`config.mk`:
```
export PLATFORM = sky130hd
export DESIGN_NAME = sipo_deserializer
export DESIGN_NICKNAME = d
export VERILOG_FILES = /design/src/rtl/uart_pkg.sv /design/src/rtl/sipo_shift_core.sv /design/src/rtl/sipo_deserializer.sv
export SDC_FILE = /design/constraint.sdc
export NUM_CORES = 1
export LEC_CHECK = 0
export ABC_CLOCK_PERIOD_IN_PS = 2050
export BUFFER_PORTS_ARGS = -buffer_cell sky130_fd_sc_hd__buf_2
export CORE_MARGIN = 5
export CORE_UTILIZATION = 50
export DETAILED_ROUTE_END_ITERATION = 6
export PLACE_DENSITY_LB_ADDON = 0.1
export SLEW_MARGIN = 0
export SYNTH_ARGS = -nofsm -noshare
export SYNTH_HDL_FRONTEND = slang
export SYNTH_SLANG_ARGS = --single-unit
```
`constraint.sdc`:
```
create_clock -name clk -period 2.05 [get_ports clk]
set_clock_uncertainty 0.05 [all_clocks]
set_input_delay 0.205 -clock clk [delete_from_list [all_inputs] [get_ports clk]]
set_output_delay 0.205 -clock clk [all_outputs]
set_load 0.005 [all_outputs]
```
`src/rtl/uart_pkg.sv`:
```
// Shared definitions for the UART receive deserializer.
// Optional macro PARITY_CHK_EN adds the PARITY framing state.
package uart_pkg;

   localparam bit LSB_FIRST_C = 1'b1;
   localparam bit MSB_FIRST_C = 1'b0;

`ifdef PARITY_CHK_EN
   typedef enum logic [1:0] {
      ST_IDLE   = 2'd0,
      ST_SHIFT  = 2'd1,
      ST_PARITY = 2'd2
   } sipo_state_e;
`else
   typedef enum logic {
      ST_IDLE  = 1'b0,
      ST_SHIFT = 1'b1
   } sipo_state_e;
`endif

   // Bit-counter width able to hold the value data_w.
   function automatic int unsigned cnt_w(input int unsigned data_w);
      return $clog2(data_w + 1);
   endfunction

endpackage

```
`src/rtl/sipo_shift_core.sv`:
```
// Parametrised width/direction shift register with enable and clear.
// word_nxt is the register's next value, i.e. it already includes a bit
// being shifted in this cycle.
module sipo_shift_core
   import uart_pkg::*;
#(
   parameter int unsigned DATA_W    = 8,
   parameter bit          LSB_FIRST = LSB_FIRST_C
) (
   input  logic              clk,
   input  logic              arst_n,
   input  logic              clr,
   input  logic              en,
   input  logic              din,
   output logic [DATA_W-1:0] word_nxt
);

   logic [DATA_W-1:0] sreg_q;
   logic [DATA_W-1:0] sreg_d;

   // Next shift-register value: clear wins, then shift in bit order.
   always_comb begin
      sreg_d = sreg_q;
      if (clr) begin
         sreg_d = '0;
      end else if (en) begin
         if (LSB_FIRST) sreg_d = {din, sreg_q[DATA_W-1:1]};
         else           sreg_d = {sreg_q[DATA_W-2:0], din};
      end
   end

   // Shift-register state.
   always_ff @(posedge clk or negedge arst_n) begin
      if (!arst_n) sreg_q <= '0;
      else         sreg_q <= sreg_d;
   end

   assign word_nxt = sreg_d;

endmodule

```
`src/rtl/sipo_deserializer.sv`:
```
// Serial-in/parallel-out deserializer for the UART receive path.
// Framing FSM, bit counter and registered word output with valid pulse.
// Optional macro PARITY_CHK_EN: adds a parity bit after the data bits
// and the parity_err output.
module sipo_deserializer
   import uart_pkg::*;
#(
   parameter int unsigned DATA_W     = 8,
   parameter bit          LSB_FIRST  = LSB_FIRST_C,
   parameter bit          PARITY_ODD = 1'b0
) (
   input  logic                      clk,
   input  logic                      arst_n,
   input  logic                      start,
   input  logic                      clear,
   input  logic                      shift_en,
   input  logic                      rx_in,
   output logic [DATA_W-1:0]         data,
   output logic                      data_valid,
   output logic                      busy,
   output logic [cnt_w(DATA_W)-1:0]  bit_cnt
`ifdef PARITY_CHK_EN
   ,
   output logic                      parity_err
`endif
);

   localparam int unsigned CNT_W = cnt_w(DATA_W);
   localparam logic [CNT_W-1:0] CNT_LAST = CNT_W'(DATA_W - 1);

   sipo_state_e       state_q, state_d;
   logic [CNT_W-1:0]  cnt_q, cnt_d;
   logic [DATA_W-1:0] data_q, data_d;
   logic              valid_q, valid_d;
   logic              core_clr, core_en;
   logic [DATA_W-1:0] word_nxt;
`ifdef PARITY_CHK_EN
   logic              perr_q, perr_d;
`else
   logic              unused_parity_odd;
   assign unused_parity_odd = PARITY_ODD;
`endif

   sipo_shift_core #(
      .DATA_W    (DATA_W),
      .LSB_FIRST (LSB_FIRST)
   ) u_core (
      .clk      (clk),
      .arst_n   (arst_n),
      .clr      (core_clr),
      .en       (core_en),
      .din      (rx_in),
      .word_nxt (word_nxt)
   );

   // Next-state logic: clear beats start, start beats any shift.
   always_comb begin
      state_d  = state_q;
      cnt_d    = cnt_q;
      data_d   = data_q;
      valid_d  = 1'b0;
      core_clr = 1'b0;
      core_en  = 1'b0;
`ifdef PARITY_CHK_EN
      perr_d   = perr_q;
`endif
      if (clear) begin
         state_d  = ST_IDLE;
         cnt_d    = '0;
         core_clr = 1'b1;
      end else if (start) begin
         state_d  = ST_SHIFT;
         cnt_d    = '0;
         core_clr = 1'b1;
      end else begin
         case (state_q)
            ST_SHIFT: begin
               if (shift_en) begin
                  core_en = 1'b1;
                  if (cnt_q == CNT_LAST) begin
`ifdef PARITY_CHK_EN
                     state_d = ST_PARITY;
                     cnt_d   = cnt_q + CNT_W'(1);
`else
                     state_d = ST_IDLE;
                     cnt_d   = '0;
                     data_d  = word_nxt;
                     valid_d = 1'b1;
`endif
                  end else begin
                     cnt_d = cnt_q + CNT_W'(1);
                  end
               end
            end
`ifdef PARITY_CHK_EN
            ST_PARITY: begin
               // Core is idle here, so word_nxt holds the completed word.
               if (shift_en) begin
                  state_d = ST_IDLE;
                  cnt_d   = '0;
                  data_d  = word_nxt;
                  valid_d = 1'b1;
                  perr_d  = (^word_nxt) ^ rx_in ^ PARITY_ODD;
               end
            end
`endif
            default: ;
         endcase
      end
   end

   // FSM, counter and output registers.
   always_ff @(posedge clk or negedge arst_n) begin
      if (!arst_n) begin
         state_q <= ST_IDLE;
         cnt_q   <= '0;
         data_q  <= '0;
         valid_q <= 1'b0;
`ifdef PARITY_CHK_EN
         perr_q  <= 1'b0;
`endif
      end else begin
         state_q <= state_d;
         cnt_q   <= cnt_d;
         data_q  <= data_d;
         valid_q <= valid_d;
`ifdef PARITY_CHK_EN
         perr_q  <= perr_d;
`endif
      end
   end

   assign data       = data_q;
   assign data_valid = valid_q;
   assign busy       = (state_q != ST_IDLE);
   assign bit_cnt    = cnt_q;
`ifdef PARITY_CHK_EN
   assign parity_err = perr_q;
`endif

endmodule

```
=== Yosys cells after proc, flatten, opt, wreduce, memory -nomap -nowiden ===
Index checks and enable logic that the tools add are counted.

* Bits in registers: 22
* Output and inout port bits: 14
* Input bits: 6
* Logic and storage cells: 36

* Multiplexer cells: 23
* Reductions and logical operators: 4
* Add/subtract/negate cells: 1
* Bitwise logic cells: 2
* Equal/unequal tests: 1

{| class="wikitable"
|+ Operators with widths
! cell !! number
|-
| $mux W4 || 5
|-
| $mux W1 || 16
|-
| $mux W8 || 2
|-
| $reduce_bool A3 Y1 || 2
|-
| $reduce_and A5 Y1 || 1
|-
| $add A4 B1 Y4 const B || 1
|-
| $eq A4 B3 Y1 const B || 1
|-
| $not A1 Y1 || 2
|-
| $reduce_and A2 Y1 || 1
|}

=== Longest topological paths before layout ===
* Depth after elaboration: 6
* Depth in mapped cells: 4
* Mapped depth without buffers: 4

=== Hierarchy ===
Synthesis repeated with hierarchy kept, for this count alone.

* Cell total of the unflattened synthesis: 73
* Area, all modules: 954.7 µm²

{| class="wikitable"
|+ Modules (own cells, without submodules)
! module !! cells each !! area an instance (µm²) !! times used !! seq. area each (µm²)
|-
| sipo_deserializer || 47 || 629.4 || 1 || 350.3
|-
| sipo_shift_core || 26 || 325.3 || 1 || 200.2
|}

=== Worst setup path before layout ===
OpenSTA, ideal clock, no wires.

* Path type: register -> register
* Start point: register cnt_q[0] (netlist: bit_cnt[0])
* End point: register data_q[0] (netlist: data[0])
* Period minus slack after synthesis: 1.474 ns
* Required time: 1.875 ns
* Path slack: 0.576 ns
* Stages on the path, launching flop included: 5
* Buffers on the path: 0
* Data arrival time: 1.300 ns
* Library setup time: 0.125 ns
* Path through: dfrtp_1 -> ha_1 -> and3b_1 -> nand3b_4 -> mux2_2

* Cells in the longest elaborated chain, start to end: 2

{| class="wikitable"
|+ RTL lines
! what !! line !! RTL
|-
| from (decl) || sipo_deserializer.sv:32 || <nowiki>logic [CNT_W-1:0] cnt_q, cnt_d;</nowiki>
|-
| from (signal assigned) || sipo_deserializer.sv:124 || <nowiki>cnt_q <= cnt_d;</nowiki>
|-
| $eq A4 B3 Y1 || sipo_deserializer.sv:80 || <nowiki>if (cnt_q == CNT_LAST) begin</nowiki>
|-
| $reduce_and A5 Y1 (no source line) || n/a ||
|-
| to (signal assigned) || sipo_deserializer.sv:125 || <nowiki>data_q <= data_d;</nowiki>
|-
| to (decl) || sipo_deserializer.sv:33 || <nowiki>logic [DATA_W-1:0] data_q, data_d;</nowiki>
|}

Every way passes these cells.
A chain may end at the register's enable or synchronous reset.

=== Worst setup path after layout ===
* Start point: register cnt_q[0] (netlist: bit_cnt[0])
* End point: register data_q[5] (netlist: data[5])

The elaborated chain is that of the path after synthesis.

==> reports/qor.yml <==
syn-cell-area_um2: 865.8
ctsResizeCount: 0
stdcell_area_um2: 1015
routed_via_density: 5.130
numCtsBuffers: 3
synth_cell_types: 19
fin_util: 0.6007
combinationalPowerShare: 0.055
path_class: "reg -> reg"
fin_nets: 106
hold_viol: 0
grt_pass1_wl_um: 2421
die-area_um2: 2664
die_x_um: 51.62
cts_buffer_depth: 2
placed_area_um2: 967.2
r2r_setup_slack_ps: 480
maxSlewViolCount: 0
worst-path-max-fanout: 9
p_int_uw: 501.4
cts.sinks: 21
cp.required_ps: 2200
syn-num-nets: 83
min-delay-start: "shift_en"
p_switching_uw: 147.8
postSynthAreaPerCell_um2: 11.39
setup_viol: 0
wl_per_cell_um: 12.68
hpwlAfterDp_um: 968.8
wl_um: 1458
p_seq_frac: 0.646
drv_cap: 0
antenna_found_initial: 0
grt_max_degree: 22
clkLatencyLatePin_ps: 300
startpoint: "bit_cnt[0]"
status: "finished, final reports clean"
initial_utilization: 0.5126
grt_pass1_vias: 558
period_minus_slack_ps: 1572
ios: 20
max_slew.worst_pin.slew_ps: 460.5
gp_congestion: 0.8049
p_leak_uw: 0.0005560
fp.dieH_um: 51.62
rsz0062_at_grt: "no"
numPortBuffers: 19
min_period_over_period: 0.7669
ys_ff_latch: 21
fp-row-count: 15
max_freq_mhz: 636.1
drive_above_1_share: 0.3367
setup_tns_ps: 0
vias: 590
power_uw: 649.2
clock_power_share: 0.300
p_sw_frac: 0.2277
remaining_drc_errors: 0
crit-reg2reg-launch: "bit_cnt[0]"
worst_setup_path_end_kind: "flop"
hold_class: "in -> reg"
ys_seq_area_frac: 0.6069
dr.max_layer_used: "met4"
final_cell_mix: "dfrtp_1 (21), buf_2 (19), nand2_1 (18)"
powerDensity_nw_per_um2: 639.8
synth_warnings: 0
dr_wl_met2_um: 669
met1_length_um: 703
worstSetupStartpointType: "flop"
grt_usage: 0.1238
ant_nets: 0
ctsRootBufferMaster: "clkbuf_4"
wl_met3_um: 71
firstDrtPassIters: 4
ir_worst_vdd_mv: 0.3310
timing.slew.headroom: 0.6930
htreeDepth: 1
areaGrowthSynthToFinish_pct: 17.20
synth_cells: 76
clk_pin_slew_ps: 110
diodes: 0
final_common_cell: "dfrtp_1"
cts_tree: "yes"
core-area_um2: 1689
crit_arrival_ps: 1720
drt_iter0_markers: 14
overflow: 0
[Yosys cell counts]
cell type	number	area (um^2)
dfrtp_1	21	525.5
nand2_1	18	67.56
a21oi_1	10	50.05
mux2_2	8	90.09
clkbuf_1	2	7.510
inv_1	2	7.510
nand3_1	2	10.01
nor2_1	2	7.510
a311oi_1	1	8.760
and2_1	1	6.260
and3b_1	1	8.760
buf_4	1	7.510
ha_1	1	12.51
nand3b_4	1	20.02
o21ai_0	1	5.000
or2_4	1	8.760
or3_1	1	6.260
or4_1	1	7.510
xor2_1	1	8.760
[stage by stage]
stage                     setup slack [ps]  hold WS (ps)  instances
after floorplan                      575.6        -140.6         76
after global placement               525.4         137.7        109
after detailed placement             486.0         136.2        109
after CTS                            459.4         58.87        115
after global routing                 399.9         68.69        115
final                                477.9         80.38        115
[critical path: stages (launching register included)]
cell      delay (ps)
dfrtp_1          440
ha_1             230
and3b_1          240
nand3b_4         160
mux2_2           350
[timing repair]
item / CTS / global route
hold buffers: 2 / 0
endpoints found under the hold margin: 22 / 0
setup buffers: 0 / 0
[layout make-up]
| type | instances | area [um^2] |
|---|---|---|
| sequential | 21 | 525.5 |
| inverter | 2 | 7.507 |
| fill | 160 | 674.4 |
| timing repair buffer | 21 | 115.1 |
| tap | 17 | 21.27 |
| clock inverter | 1 | 5.005 |
| clock buffer | 3 | 22.52 |
| multi-input combinational | 50 | 317.8 |
[power groups by stage]
stage                     combinational [uW]  clock (uW)  sequential (uW)
after floorplan                         16.0           0              427
after global placement                  34.2           0              427
after detailed placement                33.5           0              427
after CTS                               36.4         208              419
after global routing                    40.5         222              420
final                                   35.5         195              419
[cell families (layout without fill, tap and decap cells)]
kind of cell             after synthesis  in the layout  synth area share
AND/OR/NAND/NOR                       28             28            0.1648
adder cells (fa/ha/maj)                1              1           0.01445
multiplexers                           8              8            0.1041
AO/OA/AOI/OAI                         12             12           0.07370
XOR/XNOR                               1              1           0.01012
buffers and inverters                  5             27           0.02602
flip-flops                            21             21            0.6069
[flip-flops by register name, indices dropped and copies added, names as in the netlist]
name	count
data	8
data_valid	1
bit_cnt	4
busy	1
u_core.sreg_q	7
[routing by layer]
layer | vias to the layer above | track usage
met2 | 13 | 0.1843
met1 | 273 | 0.1685
met4 | 0 | 0.06550
li1 | 302 | -
met3 | 2 | 0.02579
met5 | - | 0
[path summary, 6_finish.rpt]
kind	to	cells past startpoint
min in group asynchronous	data[0]	2
hold reg to reg	data[3]	1
setup / recovery	data[5]	4
hold / removal	busy	2
max in group asynchronous	data[7]	2
setup reg to reg	data[5]	4
No activity file was read; power rests on OpenSTA's default activity.
